### src/rtl/operand_tf_pkg.sv
// operand_tf_pkg: shared types and helpers for the operand transformer scaler
package operand_tf_pkg;
  typedef enum logic {SCALE_ALIGN = 1'b0, SCALE_SAT = 1'b1} scale_mode_e;
  function automatic int mag_w(input int elem_w);
    return elem_w - 1;
  endfunction
endpackage

### src/rtl/sm_scale_lane.sv
// sm_scale_lane: one sign-magnitude lane, leading-one detect in S1, shift/overflow into S2
module sm_scale_lane
  import operand_tf_pkg::*;
#(
  parameter int ELEM_W  = 8,
  parameter int SCALE_W = 8
) (
  input  logic               clk,
  input  logic               rst_n,
  input  logic               s1_load,
  input  logic               s2_load,
  input  logic [ELEM_W-1:0]  elem,
  input  logic [SCALE_W-1:0] scale,
  input  scale_mode_e        mode,
  output logic [ELEM_W-1:0]  out_elem,
  output logic               out_ovf
);
  localparam int MAG_W = mag_w(ELEM_W);
  localparam int P_W   = $clog2(MAG_W + 1);
  logic [P_W-1:0]    p;
  logic [P_W-1:0]    s1_p;
  logic [P_W-1:0]    al_amt;
  logic              s1_zero;
  logic [ELEM_W-1:0] s1_elem;
  logic [MAG_W-1:0]  m;
  logic [MAG_W-1:0]  sh;
  logic [MAG_W-1:0]  al;
  logic [MAG_W-1:0]  mag;
  logic [SCALE_W:0]  sum;
  logic              ovf;
  // leading-one position of the incoming magnitude (highest set bit wins)
  always_comb begin
    p = '0;
    for (int i = 0; i < MAG_W; i++) p = elem[i] ? P_W'(i) : p;
  end
  // S1: element, leading-one position and zero flag
  always_ff @(posedge clk or negedge rst_n) begin
    if (!rst_n) begin
      s1_elem <= '0;
      s1_p    <= '0;
      s1_zero <= 1'b1;
    end else if (s1_load) begin
      s1_elem <= elem;
      s1_p    <= p;
      s1_zero <= elem[MAG_W-1:0] == '0;
    end
  end
  // one extra bit keeps p + scale from wrapping
  assign m      = s1_elem[MAG_W-1:0];
  assign sum    = {1'b0, scale} + (SCALE_W+1)'(s1_p);
  assign ovf    = !s1_zero && sum > (SCALE_W+1)'(MAG_W - 1);
  assign sh     = m << scale;
  assign al_amt = P_W'(MAG_W - 1) - s1_p;
  assign al     = m << al_amt;
  assign mag    = !ovf ? sh : (mode == SCALE_SAT) ? '1 : al;
  // S2: scaled element and overflow flag
  always_ff @(posedge clk or negedge rst_n) begin
    if (!rst_n) begin
      out_elem <= '0;
      out_ovf  <= 1'b0;
    end else if (s2_load) begin
      out_elem <= {s1_elem[ELEM_W-1], mag};
      out_ovf  <= ovf;
    end
  end
endmodule

### src/rtl/sm_scale_pipe.sv
// sm_scale_pipe: two-stage multi-lane power-of-two scaler; SM_SCALE_PIPE_OVF_CNT_EN adds the overflow counter
module sm_scale_pipe
  import operand_tf_pkg::*;
#(
  parameter int NUM_LANES = 4,
  parameter int ELEM_W    = 8,
  parameter int SCALE_W   = 8
`ifdef SM_SCALE_PIPE_OVF_CNT_EN
  ,
  parameter int CNT_W     = 16
`endif
) (
  input  logic                        clk,
  input  logic                        rst_n,
  input  logic                        in_valid,
  output logic                        in_ready,
  input  logic [NUM_LANES*ELEM_W-1:0] in_elem,
  input  logic [SCALE_W-1:0]          in_scale,
  input  logic                        in_mode,
  output logic                        out_valid,
  input  logic                        out_ready,
  output logic [NUM_LANES*ELEM_W-1:0] out_elem,
`ifdef SM_SCALE_PIPE_OVF_CNT_EN
  input  logic                        ovf_clr,
  output logic [CNT_W-1:0]            ovf_count,
`endif
  output logic [NUM_LANES-1:0]        out_ovf
);
  logic               s1_valid;
  logic               s2_valid;
  logic               s1_ready;
  logic               s2_ready;
  logic               s1_load;
  logic               s2_load;
  logic [SCALE_W-1:0] s1_scale;
  scale_mode_e        s1_mode;
  assign s2_ready  = !s2_valid || out_ready;
  assign s1_ready  = !s1_valid || s2_ready;
  assign in_ready  = s1_ready;
  assign s1_load   = in_valid && s1_ready;
  assign s2_load   = s1_valid && s2_ready;
  assign out_valid = s2_valid;
  // stage valid flags advance whenever the following stage can take the beat
  always_ff @(posedge clk or negedge rst_n) begin
    if (!rst_n) begin
      s1_valid <= 1'b0;
      s2_valid <= 1'b0;
    end else begin
      s1_valid <= s1_ready ? in_valid : s1_valid;
      s2_valid <= s2_ready ? s1_valid : s2_valid;
    end
  end
  // scale and mode ride along with their beat into S1
  always_ff @(posedge clk or negedge rst_n) begin
    if (!rst_n) begin
      s1_scale <= '0;
      s1_mode  <= SCALE_ALIGN;
    end else if (s1_load) begin
      s1_scale <= in_scale;
      s1_mode  <= scale_mode_e'(in_mode);
    end
  end
  for (genvar l = 0; l < NUM_LANES; l++) begin : g_lane
    sm_scale_lane #(.ELEM_W(ELEM_W), .SCALE_W(SCALE_W)) u_lane (
      .clk      (clk),
      .rst_n    (rst_n),
      .s1_load  (s1_load),
      .s2_load  (s2_load),
      .elem     (in_elem[l*ELEM_W +: ELEM_W]),
      .scale    (s1_scale),
      .mode     (s1_mode),
      .out_elem (out_elem[l*ELEM_W +: ELEM_W]),
      .out_ovf  (out_ovf[l])
    );
  end
`ifdef SM_SCALE_PIPE_OVF_CNT_EN
  localparam int PC_W = $clog2(NUM_LANES + 1);
  logic [CNT_W+PC_W-1:0] cnt_sum;
  assign cnt_sum = (CNT_W+PC_W)'(ovf_count) + (CNT_W+PC_W)'($countones(out_ovf));
  // saturating count of overflowed lanes per output handshake; clear wins
  always_ff @(posedge clk or negedge rst_n) begin
    if (!rst_n) ovf_count <= '0;
    else if (ovf_clr) ovf_count <= '0;
    else if (out_valid && out_ready)
      ovf_count <= (cnt_sum > (CNT_W+PC_W)'({CNT_W{1'b1}})) ? '1 : cnt_sum[CNT_W-1:0];
  end
`endif
endmodule

### config.mk
export PLATFORM = sky130hd
export DESIGN_NAME = sm_scale_pipe
export DESIGN_NICKNAME = d
export VERILOG_FILES = /design/src/rtl/operand_tf_pkg.sv /design/src/rtl/sm_scale_lane.sv /design/src/rtl/sm_scale_pipe.sv
export SDC_FILE = /design/constraint.sdc
export NUM_CORES = 1
export LEC_CHECK = 0
export BUFFER_PORTS_ARGS = -buffer_cell sky130_fd_sc_hd__buf_4
export CORE_MARGIN = 1.5
export CORE_UTILIZATION = 54
export CTS_BUF_LIST = sky130_fd_sc_hd__clkbuf_2
export DETAILED_ROUTE_END_ITERATION = 12
export GPL_TIMING_DRIVEN = 0
export PLACE_DENSITY_LB_ADDON = 0.05
export SETUP_SLACK_MARGIN = 0.05
export SLEW_MARGIN = 20
export SYNTH_ARGS = -nofsm -noshare
export SYNTH_HDL_FRONTEND = slang
export SYNTH_SLANG_ARGS = --single-unit
### constraint.sdc
create_clock -name clk -period 3.35 [get_ports clk]
set_clock_uncertainty 0.2 [all_clocks]
set_input_delay 0.1675 -clock clk [delete_from_list [all_inputs] [get_ports clk]]
set_output_delay 0.1675 -clock clk [all_outputs]
set_load 0.02 [all_outputs]
* Yosys cells after proc, flatten, opt, wreduce, memory -nomap -nowiden
Index checks and enable logic that the tools add are counted.
Word-level totals: register bits 95, bits of input ports 45, output and inout port bits 38, logic and storage cells 94
Operators by class: add/sub/neg operators 8, magnitude comparators 4, shift-type cells 8, muxes and demuxes 32, reductions and logical operators 18
Operators with widths (count):
- $mux 3 | 20
- $mux 7 | 8
- $add 8x3->9 | 4
- $gt 9x3->1 const B | 4
- $shl 7x8->7 | 4
- $logic_not 7->1 | 4
- $shl 7x3->7 | 4
- $sub 3x3->3 const A | 4
- $logic_and 1x1->1 | 6
- $logic_not 1->1 | 6
- $mux 1 | 4
- $logic_or 1x1->1 | 2

* Logic depth before layout (Yosys ltp)
Gate-level depths: netlist of the first run.
depth after elaboration 6, mapped depth 10

* Cells and area by module
A second synthesis of the first run with hierarchy kept.
Unflattened totals: cell total of the unflattened synthesis 640, area, all modules 6466.2 um^2
By module, submodules not included:
- sm_scale_lane | times used 4, cells an instance 145, area an instance 1457.6 um^2
- sm_scale_pipe | times used 1, cells an instance 60, area an instance 635.6 um^2

* Least setup slack after synthesis of the first run
Ideal clock, no wire load.
path kind flip-flop to flip-flop, from reg s1_scale[1], to reg g_lane[2].u_lane.out_elem[3], setup time 0.126 ns, arrival time 2.856 ns, path slack 0.167 ns, stages on the path, launching flop included 11, buffers on the path 3, clock period less this slack 3.183 ns, path through dfrtp_1 > clkbuf_1 > buf_2 > inv_1 > fa_1 > nor4b_1 > o22ai_1 > a31oi_1 > clkbuf_1 > nor3_1 > a221o_1
On the way: longest elaborated chain between the ends 4, elaborated cells between the ends (all ways) 5, classes of those cells add/sub (1); order compare (1); shift (1); mux (1); reduce/logical (1)
Ends and longest elaborated chain:
- from (decl) | RTL line sm_scale_pipe.sv:35 | logic [SCALE_W-1:0] s1_scale;
- from (signal assigned) | RTL line sm_scale_pipe.sv:59 | s1_scale <= in_scale;
- $add 8x3->9 | RTL line sm_scale_lane.sv:50 | assign sum = {1'b0, scale} + (SCALE_W+1)'(s1_p);
- $gt 9x3->1 | RTL line sm_scale_lane.sv:51 | assign ovf = !s1_zero && sum > (SCALE_W+1)'(MAG_W - 1);
- $logic_and 1x1->1 | RTL line sm_scale_lane.sv:51
- $mux 7 * | RTL line sm_scale_lane.sv:55 | assign mag = !ovf ? sh : (mode == SCALE_SAT) ? '1 : al;
- to (signal assigned) | RTL line sm_scale_lane.sv:62 | out_elem <= {s1_elem[ELEM_W-1], mag};
- to (decl) | RTL line sm_scale_lane.sv:15 | output logic [ELEM_W-1:0] out_elem,
Mark *: on every way between the ends. The rest lies on a longest branch, timed or not. A chain may end at the register's enable or synchronous reset.

* Worst setup path in the final report of the first run
from reg s1_scale[1], to reg g_lane[0].u_lane.out_elem[0]
On the way: longest elaborated chain between the ends 4, elaborated cells between the ends (all ways) 5, classes of those cells add/sub (1); order compare (1); shift (1); mux (1); reduce/logical (1)
Ends and longest elaborated chain (RTL line):
- $add 8x3->9 | sm_scale_lane.sv:50
- $gt 9x3->1 | sm_scale_lane.sv:51
- $logic_and 1x1->1 | sm_scale_lane.sv:51
- $mux 7 * | sm_scale_lane.sv:55
- to (signal assigned) | sm_scale_lane.sv:62
- to (decl) | sm_scale_lane.sv:15
Marks and branches as above.

==> results of run 1 <==
## per-layer routing
layer,vias up,wire (um),GRT usage
met5,-,0,0
met1,2722,8750,0.475
li1,2666,-,-
met2,204,8120,0.477
met4,0,361,0.113
met3,24,969,0.0447
## synthesized netlist by cell type (3+ instances only)
cell type  count  share of area
dfrtp_1       91           0.37
nand2_1       86          0.052
mux2_2        51          0.092
mux2i_1       47          0.076
nor2_1        43          0.026
o21ai_0       30          0.024
clkbuf_1      29          0.018
a21oi_1       23          0.019
nor3_1        20          0.016
nand3_1       19          0.015
inv_1         18          0.011
ha_1          16          0.032
a31oi_1       13          0.013
buf_1         11         0.0066
nand3b_1       9          0.011
a211oi_1       8         0.0097
o211ai_1       8         0.0097
mux4_2         7          0.025
nor2b_1        7         0.0071
a211o_1        6         0.0085
and2_1         6         0.0060
buf_4          5         0.0060
nand2b_1       5         0.0050
o22ai_1        5         0.0050
o31ai_1        5         0.0060
xor2_1         5         0.0071
a221o_1        4         0.0064
a2bb2oi_1      4         0.0056
a311oi_1       4         0.0056
buf_2          4         0.0032
dfstp_2        4          0.017
fa_1           4          0.013
or3_1          4         0.0040
xnor2_1        4         0.0056
nor4_1         3         0.0030
o221ai_1       3         0.0042
## power groups by stage
| stage | Sequential, W | Clock, W | Combinational, W |
|---|---|---|---|
| after floorplan | 0.00166 | 0 | 0.00100 |
| after global placement | 0.00157 | 0 | 0.00163 |
| after detailed placement | 0.00158 | 0 | 0.00166 |
| after CTS | 0.00156 | 0.000566 | 0.00174 |
| after global routing | 0.00159 | 0.000612 | 0.00195 |
| final | 0.00156 | 0.000559 | 0.00178 |
## final cells by class
cell class | instances | share of cell area
Multi-Input combinational cell | 485 | 0.460
Timing Repair Buffer | 139 | 0.153
Sequential cell | 95 | 0.309
Tap cell | 140 | 0.0227
Buffer | 53 | 0.0335
Clock buffer | 11 | 0.00713
Clock inverter | 5 | 0.00632
Inverter | 18 | 0.00923
## flip-flops by register name (all words and copies together), names as in the netlist, 4 cells and up
name / cells
g_lane.u_lane.s1_p: 12
g_lane.u_lane.s1_zero: 4
s1_scale: 8
g_lane.u_lane.s1_elem: 32
g_lane.u_lane.out_ovf: 4
g_lane.u_lane.out_elem: 32
## cells by family (layout without fill, tap and decap cells)
group                      Yosys count  after routing  share of synthesized area
AOI/OAI and AO/OA                  131            131                      0.143
adders and majority gates           20             20                     0.0451
and+or+nand+nor                    220            220                      0.172
xor gates and xnor gates             9              9                     0.0127
buffers and inverters               71            226                     0.0504
DFF                                 95             95                      0.384
muxes                              105            105                      0.194
## through the flow
step / total power, W / instances / setup WS [ps]
detailed placement: 0.00325 / 873 / -635
global route: 0.00415 / 946 / 47.2
global placement: 0.00320 / 873 / -572
finish: 0.00390 / 946 / 225
floorplan: 0.00266 / 651 / 167
CTS: 0.00387 / 945 / 56.4
## timing repair
item,CTS,global route
setup endpoints to repair,32,27
hold buffers,53,0
pin swaps,1,2
setup buffers,3,1
resized for setup,8,8
hold endpoints to repair,156,0
## worst min-delay path by stage
stage	endpoint	slack (ps)	depth (start not counted)
6_report	g_lane[3].u_lane.s1_elem[1]$_DFFE_PN0P_	3	2
5_1_grt	g_lane[2].u_lane.out_elem[4]$_DFFE_PN0P_	60	2
4_1_cts	g_lane[1].u_lane.s1_elem[3]$_DFFE_PN0P_	10	2
3_5_place_dp	out_valid$_DFFE_PN0P_	120	1
3_3_place_gp	s1_valid$_DFFE_PN0N_	170	2
2_1_floorplan	g_lane[0].u_lane.out_elem[0]$_DFFE_PN0P_	-330	0
## worst register-to-register path, stage by stage (launching register included)
cell and delay (ps):
dfrtp_2 450, clkbuf_4 220, buf_6 190, clkinvlp_4 150
buf_4 170, fa_1 430, a21boi_0 180, mux2i_1 100
a31oi_2 340, buf_6 190, mux2_2 340, o21ai_1 120
## cells in the final DEF, fill, tap and decap left out, drive strengths merged, types with 5 or more instances in the layout
master | netlist | layout
buf | 22 | 109
dfrtp | 91 | 91
nand2 | 86 | 86
dlygate4sd3 | 0 | 53
mux2 | 51 | 51
mux2i | 47 | 47
nor2 | 43 | 43
clkbuf | 30 | 40
o21ai | 31 | 31
a21oi | 23 | 23
nor3 | 23 | 23
nand3 | 19 | 19
inv | 18 | 17
ha | 16 | 16
a31oi | 14 | 14
nand3b | 9 | 9
o211ai | 8 | 8
a211oi | 8 | 8
nor2b | 7 | 7
mux4 | 7 | 7
and2 | 6 | 6
a211o | 6 | 6
nand2b | 5 | 5
xor2 | 5 | 5
o31ai | 5 | 5
o22ai | 5 | 5
==> results by group, run 1 <==
Setup path
  • Flop-to-flop setup slack: 230 ps
  • R2r endpoint: g_lane[0].u_lane.out_elem[0]$_DFFE_PN0P_
  • CP Launch Type: flop
  • Crit path from: s1_scale[1]$_DFFE_PN0P_
  • Critical path fanouts, max: 10
  • Worst path most repeated cell: buf_6
  • Worst Setup EP: g_lane[0].u_lane.out_elem[0]$_DFFE_PN0P_
  • Crit path max-delay family: buffers and inverters
  • CP peak stage delay: 450 ps
  • Crit path depth: 11
  • Critical path buffer and inverter count: 5
  • Setup CP Type: flop to flop
  • WP data arrival: 3460 ps
  • CP Data Required Time: 3680 ps
  • CP max stage cell: dfrtp_2
  • Reg2Reg Depth: 11
  • CP Cell Sequence: clkbuf_4 > buf_6 > clkinvlp_4 > buf_4 > fa_1 > a21boi_0 > mux2i_1 > a31oi_2 > buf_6 > mux2_2 > o21ai_1
  • Crit Reg-Reg Startpoint: s1_scale[1]$_DFFE_PN0P_
  • Crit. End Element: flop

Placed design
  • I/O Buffers: 82
  • Gpl congestion: 0.962
  • DP Area: 7000 um2
  • DP Wirelength: 13100 um

Detailed routing
  • Drt total wl: 18200 um
  • Vias per cell: 5.94
  • Vias: 5616
  • Routed Antenna Nets: 0
  • DRT Pass-1 Iters: 5
  • Drt drc: 0
  • WL per Instance: 19.2 um
  • Initial drt markers: 467

Global route
  • GRT Overall Usage: 0.320
  • Initial antenna violation count: 0
  • Grt total ovfl: 0
  • Number of global-route vias before repair: 5418
  • First-pass GRT wire length: 29000 um
  • Largest net degree at the start of global routing: 96

Clock tree
  • Clk slew on worst S/H paths: 250 ps
  • Num CTS Buffers: 9
  • H-tree Lvls: 3
  • Root Buffer: clkbuf_2
  • Later-pin clock latency in the skew report: 600 ps
  • CTS max path bufs: 2
  • CTS tree: built
  • Clock net sink count: 95

Yosys
  • Ys flop type: dfrtp_1
  • Sequential area share after synthesis: 0.384
  • Number of synthesized flops with an enable pin: 0
  • Yosys warns: 0
  • Syn Area/Cell: 9.54 um2
  • Mapped Cells: 651
  • Flops & latches, synth: 95
  • Yosys cell types: 64
  • Syn nets: 716
  • Ys async rst share: 1.00
  • Synth Cell Area: 6210 um2

Min path
  • Hold crit path type: input port to async pin

Layout
  • Share of layout cells above drive strength 1: 0.241
  • # fillers: 880
  • Fin area: 7720 um2
  • NumNets Final: 866
  • Synthesis-to-finish area growth: 24.4%
  • Area of the multi-input gates: 3550 um2
  • Storage element area: 2380 um2
  • # diodes: 0
  • Layout Utilization: 0.700

Pwr
  • Clock share of power: 0.143
  • Max VDD drop: 0.359 mV
  • Total internal power: 0.00234 W
  • Logic pwr share: 0.456
  • Leak Pwr: 3.36 nW
  • Switching share of power: 0.401
  • Pwr dens: 505 nW/um2
  • P_sw: 0.00157 W
  • Sequential Power Share: 0.401

Floorplanning
  • Placement row count: 38
  • Starting Density: 0.563
  • Die width: 110 um
  • Core area: 11000 um2
  • Die footprint: 12200 um2
  • Die height: 110 um
  • Boundary Pins: 83

Timing
  • Max Fclk: 320 MHz
  • Slew @ Worst Pin: 872 ps
  • Clock period minus worst slack: 3120 ps
  • WHS: 2.61 ps
  • Max-slew headroom: 0.418
  • Final worst path period share: 0.933
  • Setup violators final: 0
  • Final Hold Vio Count: 0
  • Setup TNS: 0 ps
  • Max-slew violations: 0
  • RSZ-0062 raised after global routing: no

Flow run
  • # Max-Cap Violations: 0

Status
  • Outcome: complete, no violations
(Power assumes the default switching activity.)
==> inputs of run 2 (changes only) <==
--- a/config.mk
+++ b/config.mk
@@ -7,7 +7,7 @@
 export LEC_CHECK = 0
 export BUFFER_PORTS_ARGS = -buffer_cell sky130_fd_sc_hd__buf_4
 export CORE_MARGIN = 1.5
-export CORE_UTILIZATION = 54
+export CORE_UTILIZATION = 60
 export CTS_BUF_LIST = sky130_fd_sc_hd__clkbuf_2
 export DETAILED_ROUTE_END_ITERATION = 12
 export GPL_TIMING_DRIVEN = 0
==> constraint.sdc (replaced) <==
create_clock -name clk -period 3.5 [get_ports clk]
set_clock_uncertainty 0.2 [all_clocks]
set_input_delay 0.175 -clock clk [delete_from_list [all_inputs] [get_ports clk]]
set_output_delay 0.175 -clock clk [all_outputs]
set_load 0.02 [all_outputs]
==> results by group, run 2 (synthesis gave the netlist of run 1 again) <==
Status
  • Outcome: complete, but fails checks (was complete, no violations)
  • Violated checks: hold timing

Clock tree
  • CTS max path bufs: 2 (unchanged)
  • Later-pin clock latency in the skew report: 610 ps (was 600 ps)
  • CTS tree: built (unchanged)
  • Clk slew on worst S/H paths: 290 ps (was 250 ps)
  • Num CTS Buffers: 9 (unchanged)
  • H-tree Lvls: 3 (unchanged)
  • Root Buffer: clkbuf_2 (unchanged)
  • Clock net sink count: 95 (unchanged)

Placed design
  • I/O Buffers: 82 (unchanged)
  • DP Wirelength: 13200 um (was 13100 um)
  • Pre-CTS setup slack: -519 ps (was -635 ps)
  • Gpl congestion: 0.933 (was 0.962)

Min path
  • Hold crit path type: input port to async pin (unchanged)

Detailed routing
  • Routed Antenna Nets: 0 (unchanged)
  • Vias: 6005 (was 5616)
  • Vias per cell: 6.38 (was 5.94)
  • Drt total wl: 19400 um (was 18200 um)
  • WL per Instance: 20.7 um (was 19.2 um)
  • Initial drt markers: 598 (was 467)
  • Drt drc: 0 (unchanged)
  • DRT Pass-1 Iters: 5 (unchanged)

Floorplanning
  • Core area: 9910 um2 (was 11000 um2)
  • Placement row count: 36 (was 38)
  • Die footprint: 11000 um2 (was 12200 um2)
  • Die width: 105 um (was 110 um)
  • Boundary Pins: 83 (unchanged)
  • Starting Density: 0.627 (was 0.563)
  • Die height: 105 um (was 110 um)

Flow run
  • # Max-Cap Violations: 0 (unchanged)

Global route
  • Number of global-route vias before repair: 5823 (was 5418)
  • Largest net degree at the start of global routing: 96 (unchanged)
  • First-pass GRT wire length: 31400 um (was 29000 um)
  • GRT Overall Usage: 0.364 (was 0.320)
  • Grt total ovfl: 0 (unchanged)
  • Initial antenna violation count: 0 (unchanged)

Setup path
  • WP data arrival: 3690 ps (was 3460 ps)
  • Critical path fanouts, max: 10 (unchanged)
  • Flop-to-flop setup slack: 130 ps (was 230 ps)
  • R2r endpoint: g_lane[0].u_lane.out_elem[0]$_DFFE_PN0P_ (unchanged)
  • Crit. End Element: flop (unchanged)
  • Crit Reg-Reg Startpoint: s1_scale[1]$_DFFE_PN0P_ (unchanged)
  • CP Launch Type: flop (unchanged)
  • Setup CP Type: flop to flop (unchanged)
  • Reg2Reg Depth: 11 (unchanged)
  • CP Data Required Time: 3820 ps (was 3680 ps)

Timing
  • WHS: -17.9 ps (was 2.61 ps)
  • Max Fclk: 297 MHz (was 320 MHz)
  • RSZ-0062 raised after global routing: no (unchanged)
  • Setup violators final: 0 (unchanged)
  • Max-slew violations: 0 (unchanged)
  • Final worst path period share: 0.962 (was 0.933)
  • Worst setup margin: 133 ps (was 225 ps)
  • Max-slew headroom: 0.413 (was 0.418)
  • Final Hold Vio Count: 16 (was 0)
  • Clock period minus worst slack: 3370 ps (was 3120 ps)
  • Slew @ Worst Pin: 880 ps (was 872 ps)

Pwr
  • Tot Pwr: 0.00377 W (was 0.00390 W)
  • Leak Pwr: 3.36 nW (about the same)
  • Max VDD drop: 0.371 mV (was 0.359 mV)
  • Pwr dens: 488 nW/um2 (was 505 nW/um2)

Layout
  • # fillers: 680 (was 880)
  • # diodes: 0 (unchanged)
  • Commonest non-fill, non-tap cell in the layout: buf_4 (unchanged)
  • Largest regs: g_lane.u_lane.out_elem x32, g_lane.u_lane.s1_elem x32, g_lane.u_lane.s1_p x12 (unchanged)
  • Synthesis-to-finish area growth: 24.4% (about the same)
  • Share of layout cells above drive strength 1: 0.238 (was 0.241)
  • Leading cell types in the layout, fill and taps excluded: 92 x buf_4, 90 x dfrtp_1, 86 x nand2_1, 55 x dlygate4sd3_1, 51 x mux2_2 (was 91 x buf_4, 90 x dfrtp_1, 86 x nand2_1, 53 x dlygate4sd3_1, 51 x mux2_2)
  • NumNets Final: 869 (was 866)
run 2: cell types whose count changed in the layout (fill, tap and decap cells not counted), sizes merged:
cell         before  now
clkinvlp          1    3
dlygate4sd3      53   55
clkbuf           40   39
clkinv            4    3
run 2: critical path, cell delays in order, from the launching register on:
cell,delay (ps)
dfrtp_2,450
clkbuf_2,220
buf_4,240
clkinvlp_4,200
buf_4,200
fa_1,450
a21boi_0,260
mux2i_1,160
a31oi_4,300
buf_6,170
mux2_2,350
o21ai_1,110
run 2: power breakdown:
part / switching (W) / internal, W
combinational: 0.000955 / 0.000772
sequential: 0.000203 / 0.00130
clock: 0.000380 / 0.000158
run 2: what timing repair did:
action,4_1_cts,5_1_grt
hold endpoints to repair,156,0
buffers inserted,2,3
endpoints found under the setup margin,28,18
pin swaps,0,2
hold buffers,55,0
gates resized for setup,6,4
run 2: per-stage QoR:
step	area (um2)	TNS, ps	utilization	cells	hold WS (ps)
finish	7720	0	0.780	941	-17.9
floorplan	6210	0	-	651	-321
CTS	7680	0	0.776	938	30.9
detailed placement	7000	-4300	0.706	866	124
global placement	6990	-2620	0.706	866	176
global route	7720	0	0.780	941	63.6
run 2: cell type report:
cell class	instances	area, um2	share of cell area
plain buffers	53	253	0.0327
clock buffers	9	45.0	0.00583
clock inverters	6	62.6	0.00810
inverters	18	71.3	0.00923
multi-input cells	485	3540	0.458
flip-flops and latches	95	2380	0.309
well taps	133	166	0.0215
repair buffers	142	1210	0.156
run 2: worst max path at each step:
stage | from | slack [ps] | cells past startpoint | end
after floorplan | s1_scale[1]$_DFFE_PN0P_ | 320 | 10 | g_lane[2].u_lane.out_elem[3]$_DFFE_PN0P_
after global placement | s1_scale[1]$_DFFE_PN0P_ | -410 | 10 | g_lane[2].u_lane.out_elem[3]$_DFFE_PN0P_
after detailed placement | s1_scale[1]$_DFFE_PN0P_ | -520 | 10 | g_lane[2].u_lane.out_elem[0]$_DFFE_PN0P_
after CTS | s1_scale[1]$_DFFE_PN0P_ | 120 | 10 | g_lane[2].u_lane.out_elem[0]$_DFFE_PN0P_
after global routing | s1_scale[1]$_DFFE_PN0P_ | 30 | 11 | g_lane[1].u_lane.out_elem[4]$_DFFE_PN0P_
final | s1_scale[1]$_DFFE_PN0P_ | 130 | 11 | g_lane[0].u_lane.out_elem[0]$_DFFE_PN0P_
run 2: per-layer routing:
metal	track usage	up-vias	wire length, um
met5	0	-	0
met4	0.137	0	544
met3	0.0742	55	1720
met2	0.570	360	9020
met1	0.500	2925	8150
li1	-	2665	-
==> inputs of run 3 (changes only) <==
--- a/config.mk
+++ b/config.mk
@@ -7,7 +7,7 @@
 export LEC_CHECK = 0
 export BUFFER_PORTS_ARGS = -buffer_cell sky130_fd_sc_hd__buf_4
 export CORE_MARGIN = 1.5
-export CORE_UTILIZATION = 60
+export CORE_UTILIZATION = 65
 export CTS_BUF_LIST = sky130_fd_sc_hd__clkbuf_2
 export DETAILED_ROUTE_END_ITERATION = 12
 export GPL_TIMING_DRIVEN = 0
==> constraint.sdc (replaced) <==
create_clock -name clk -period 4.08 [get_ports clk]
set_clock_uncertainty 0.2 [all_clocks]
set_input_delay 0.204 -clock clk [delete_from_list [all_inputs] [get_ports clk]]
set_output_delay 0.204 -clock clk [all_outputs]
set_load 0.02 [all_outputs]
==> results by group, run 3 (synthesis gave the netlist of run 1 again) <==
Floorplanning
  • Die height: 101 um (was 105 um)
  • Core area: 9240 um2 (was 9910 um2)
  • Boundary Pins: 83 (unchanged)
  • Starting Density: 0.672 (was 0.627)
  • Die footprint: 10100 um2 (was 11000 um2)
  • Die width: 101 um (was 105 um)
  • Placement row count: 35 (was 36)

Flow run
  • # Max-Cap Violations: 0 (unchanged)

Clock tree
  • Num CTS Buffers: 9 (unchanged)
  • Clock net sink count: 95 (unchanged)
  • H-tree Lvls: 3 (unchanged)
  • Clk slew on worst S/H paths: 270 ps (was 290 ps)
  • CTS tree: built (unchanged)
  • Later-pin clock latency in the skew report: 610 ps (about the same)
  • Root Buffer: clkbuf_2 (unchanged)
  • Post-CTS setup repair buffer count: 0 (was 2)
  • CTS max path bufs: 2 (unchanged)

Global route
  • Initial antenna violation count: 0 (unchanged)
  • First-pass GRT wire length: 30600 um (was 31400 um)
  • Largest net degree at the start of global routing: 96 (unchanged)
  • GRT Overall Usage: 0.396 (was 0.364)
  • Number of global-route vias before repair: 5850 (was 5823)
  • Grt total ovfl: 0 (unchanged)

Pwr
  • Tot Pwr: 0.00325 W (was 0.00377 W)
  • Pwr dens: 426 nW/um2 (was 488 nW/um2)
  • Max VDD drop: 0.236 mV (was 0.371 mV)
  • Leak Pwr: 3.33 nW (was 3.36 nW)

Setup path
  • Setup CP Type: flop to flop (unchanged)
  • CP Launch Type: flop (unchanged)
  • WP data arrival: 4160 ps (was 3690 ps)
  • Critical path fanouts, max: 10 (unchanged)
  • Crit. End Element: flop (unchanged)
  • CP Data Required Time: 4350 ps (was 3820 ps)

Detailed routing
  • Drt drc: 0 (unchanged)
  • Vias: 5983 (was 6005)
  • Initial drt markers: 654 (was 598)
  • DRT Pass-1 Iters: 6 (was 5)
  • Drt total wl: 19500 um (was 19400 um)
  • Vias per cell: 6.44 (was 6.38)
  • WL per Instance: 21.0 um (was 20.7 um)
  • Routed Antenna Nets: 0 (unchanged)

Min path
  • Hold crit path type: input port to async pin (unchanged)

Timing
  • Setup TNS: 0 ps (unchanged)
  • Max Fclk: 257 MHz (was 297 MHz)
  • RSZ-0062 raised after global routing: yes (was no)
  • WHS: -17.1 ps (was -17.9 ps)
  • Max-slew headroom: 0.338 (was 0.413)
  • Max-slew violations: 0 (unchanged)
  • Clock period minus worst slack: 3890 ps (was 3370 ps)
  • Slew @ Worst Pin: 985 ps (was 880 ps)
  • Setup violators final: 0 (unchanged)
  • Final Hold Vio Count: 8 (was 16)
  • Final worst path period share: 0.953 (was 0.962)

Placed design
  • Placed insts: 862 (was 866)
  • DP Wirelength: 12800 um (was 13200 um)
  • I/O Buffers: 82 (unchanged)
  • Gpl congestion: 0.963 (was 0.933)

Layout
  • # diodes: 0 (unchanged)
  • NumNets Final: 860 (was 869)
  • Layout Cells excl Fill: 929 (was 941)
  • Commonest non-fill, non-tap cell in the layout: dfrtp_1 (was buf_4)
  • Leading cell types in the layout, fill and taps excluded: 91 x dfrtp_1, 86 x nand2_1, 86 x buf_4, 51 x mux2_2, 51 x dlygate4sd3_1 (was 92 x buf_4, 90 x dfrtp_1, 86 x nand2_1, 55 x dlygate4sd3_1, 51 x mux2_2)
  • Largest regs: g_lane.u_lane.out_elem x32, g_lane.u_lane.s1_elem x32, g_lane.u_lane.s1_p x12 (unchanged)
  • Share of layout cells above drive strength 1: 0.233 (was 0.238)
  • Synthesis-to-finish area growth: 22.8% (was 24.4%)

Status
  • Outcome: complete, but fails checks (unchanged)
  • Violated checks: hold timing (unchanged)
[run 3: stage by stage]
step	utilization	instance area (um2)	worst slack (ps)
after floorplan	-	6210	897
after global placement	0.756	6990	170
after detailed placement	0.757	6990	141
after CTS	0.824	7610	79.1
after global routing	0.826	7630	52.9
final	0.826	7630	191
[run 3: worst paths after layout]
kind	slack (ps)	cells after the start	endpoint	start
worst max-delay path	190	10	g_lane[2].u_lane.out_elem[3]$_DFFE_PN0P_	s1_scale[1]$_DFFE_PN0P_
worst min-delay path	-20	2	g_lane[3].u_lane.out_elem[3]$_DFFE_PN0P_	rst_n
worst max register to register	190	10	g_lane[2].u_lane.out_elem[3]$_DFFE_PN0P_	s1_scale[1]$_DFFE_PN0P_
worst min register to register	310	2	g_lane[0].u_lane.out_elem[7]$_DFFE_PN0P_	g_lane[0].u_lane.s1_elem[7]$_DFFE_PN0P_
max in group asynchronous	3050	2	s1_scale[0]$_DFFE_PN0P_	rst_n
min in group clk	160	3	g_lane[0].u_lane.s1_elem[7]$_DFFE_PN0P_	in_elem[7]
[run 3: cell type report]
| type | instances | area [um2] |
|---|---|---|
| multi-input combinational | 485 | 3530 |
| buffer | 53 | 246 |
| inverter | 18 | 67.6 |
| clock buffer | 11 | 55.1 |
| tap | 129 | 161 |
| clock inverter | 5 | 58.8 |
| sequential | 95 | 2380 |
| timing repair buffer | 133 | 1130 |
| fill | 532 | 1610 |
[run 3: where the power goes]
group / internal (W) / switching [W]
combinational: 0.000651 / 0.000825
clock: 0.000147 / 0.000338
sequential: 0.00111 / 0.000174
total: 0.00191 / 0.00134
[run 3: timing repair]
item                                    in CTS  in global routing
hold endpoints to repair                   156                  0
hold buffers                                51                  0
resized for setup                            0                  4
endpoints found under the setup margin       0                  8
[run 3: critical path, cell delays in order (launching register included)]
cell and delay, ps:
dfrtp_1 530, clkbuf_1 370, buf_2 340, inv_1 320, fa_1 560, nor4b_1 310, o22ai_1 150, a31oi_2 350
clkbuf_2 280, nor3_1 80, a221o_1 270
[run 3: layer usage]
layer	GRT usage	routed length, um
met1	0.546	7980
met2	0.614	8870
met4	0.199	874
met5	0	0
met3	0.0548	1790
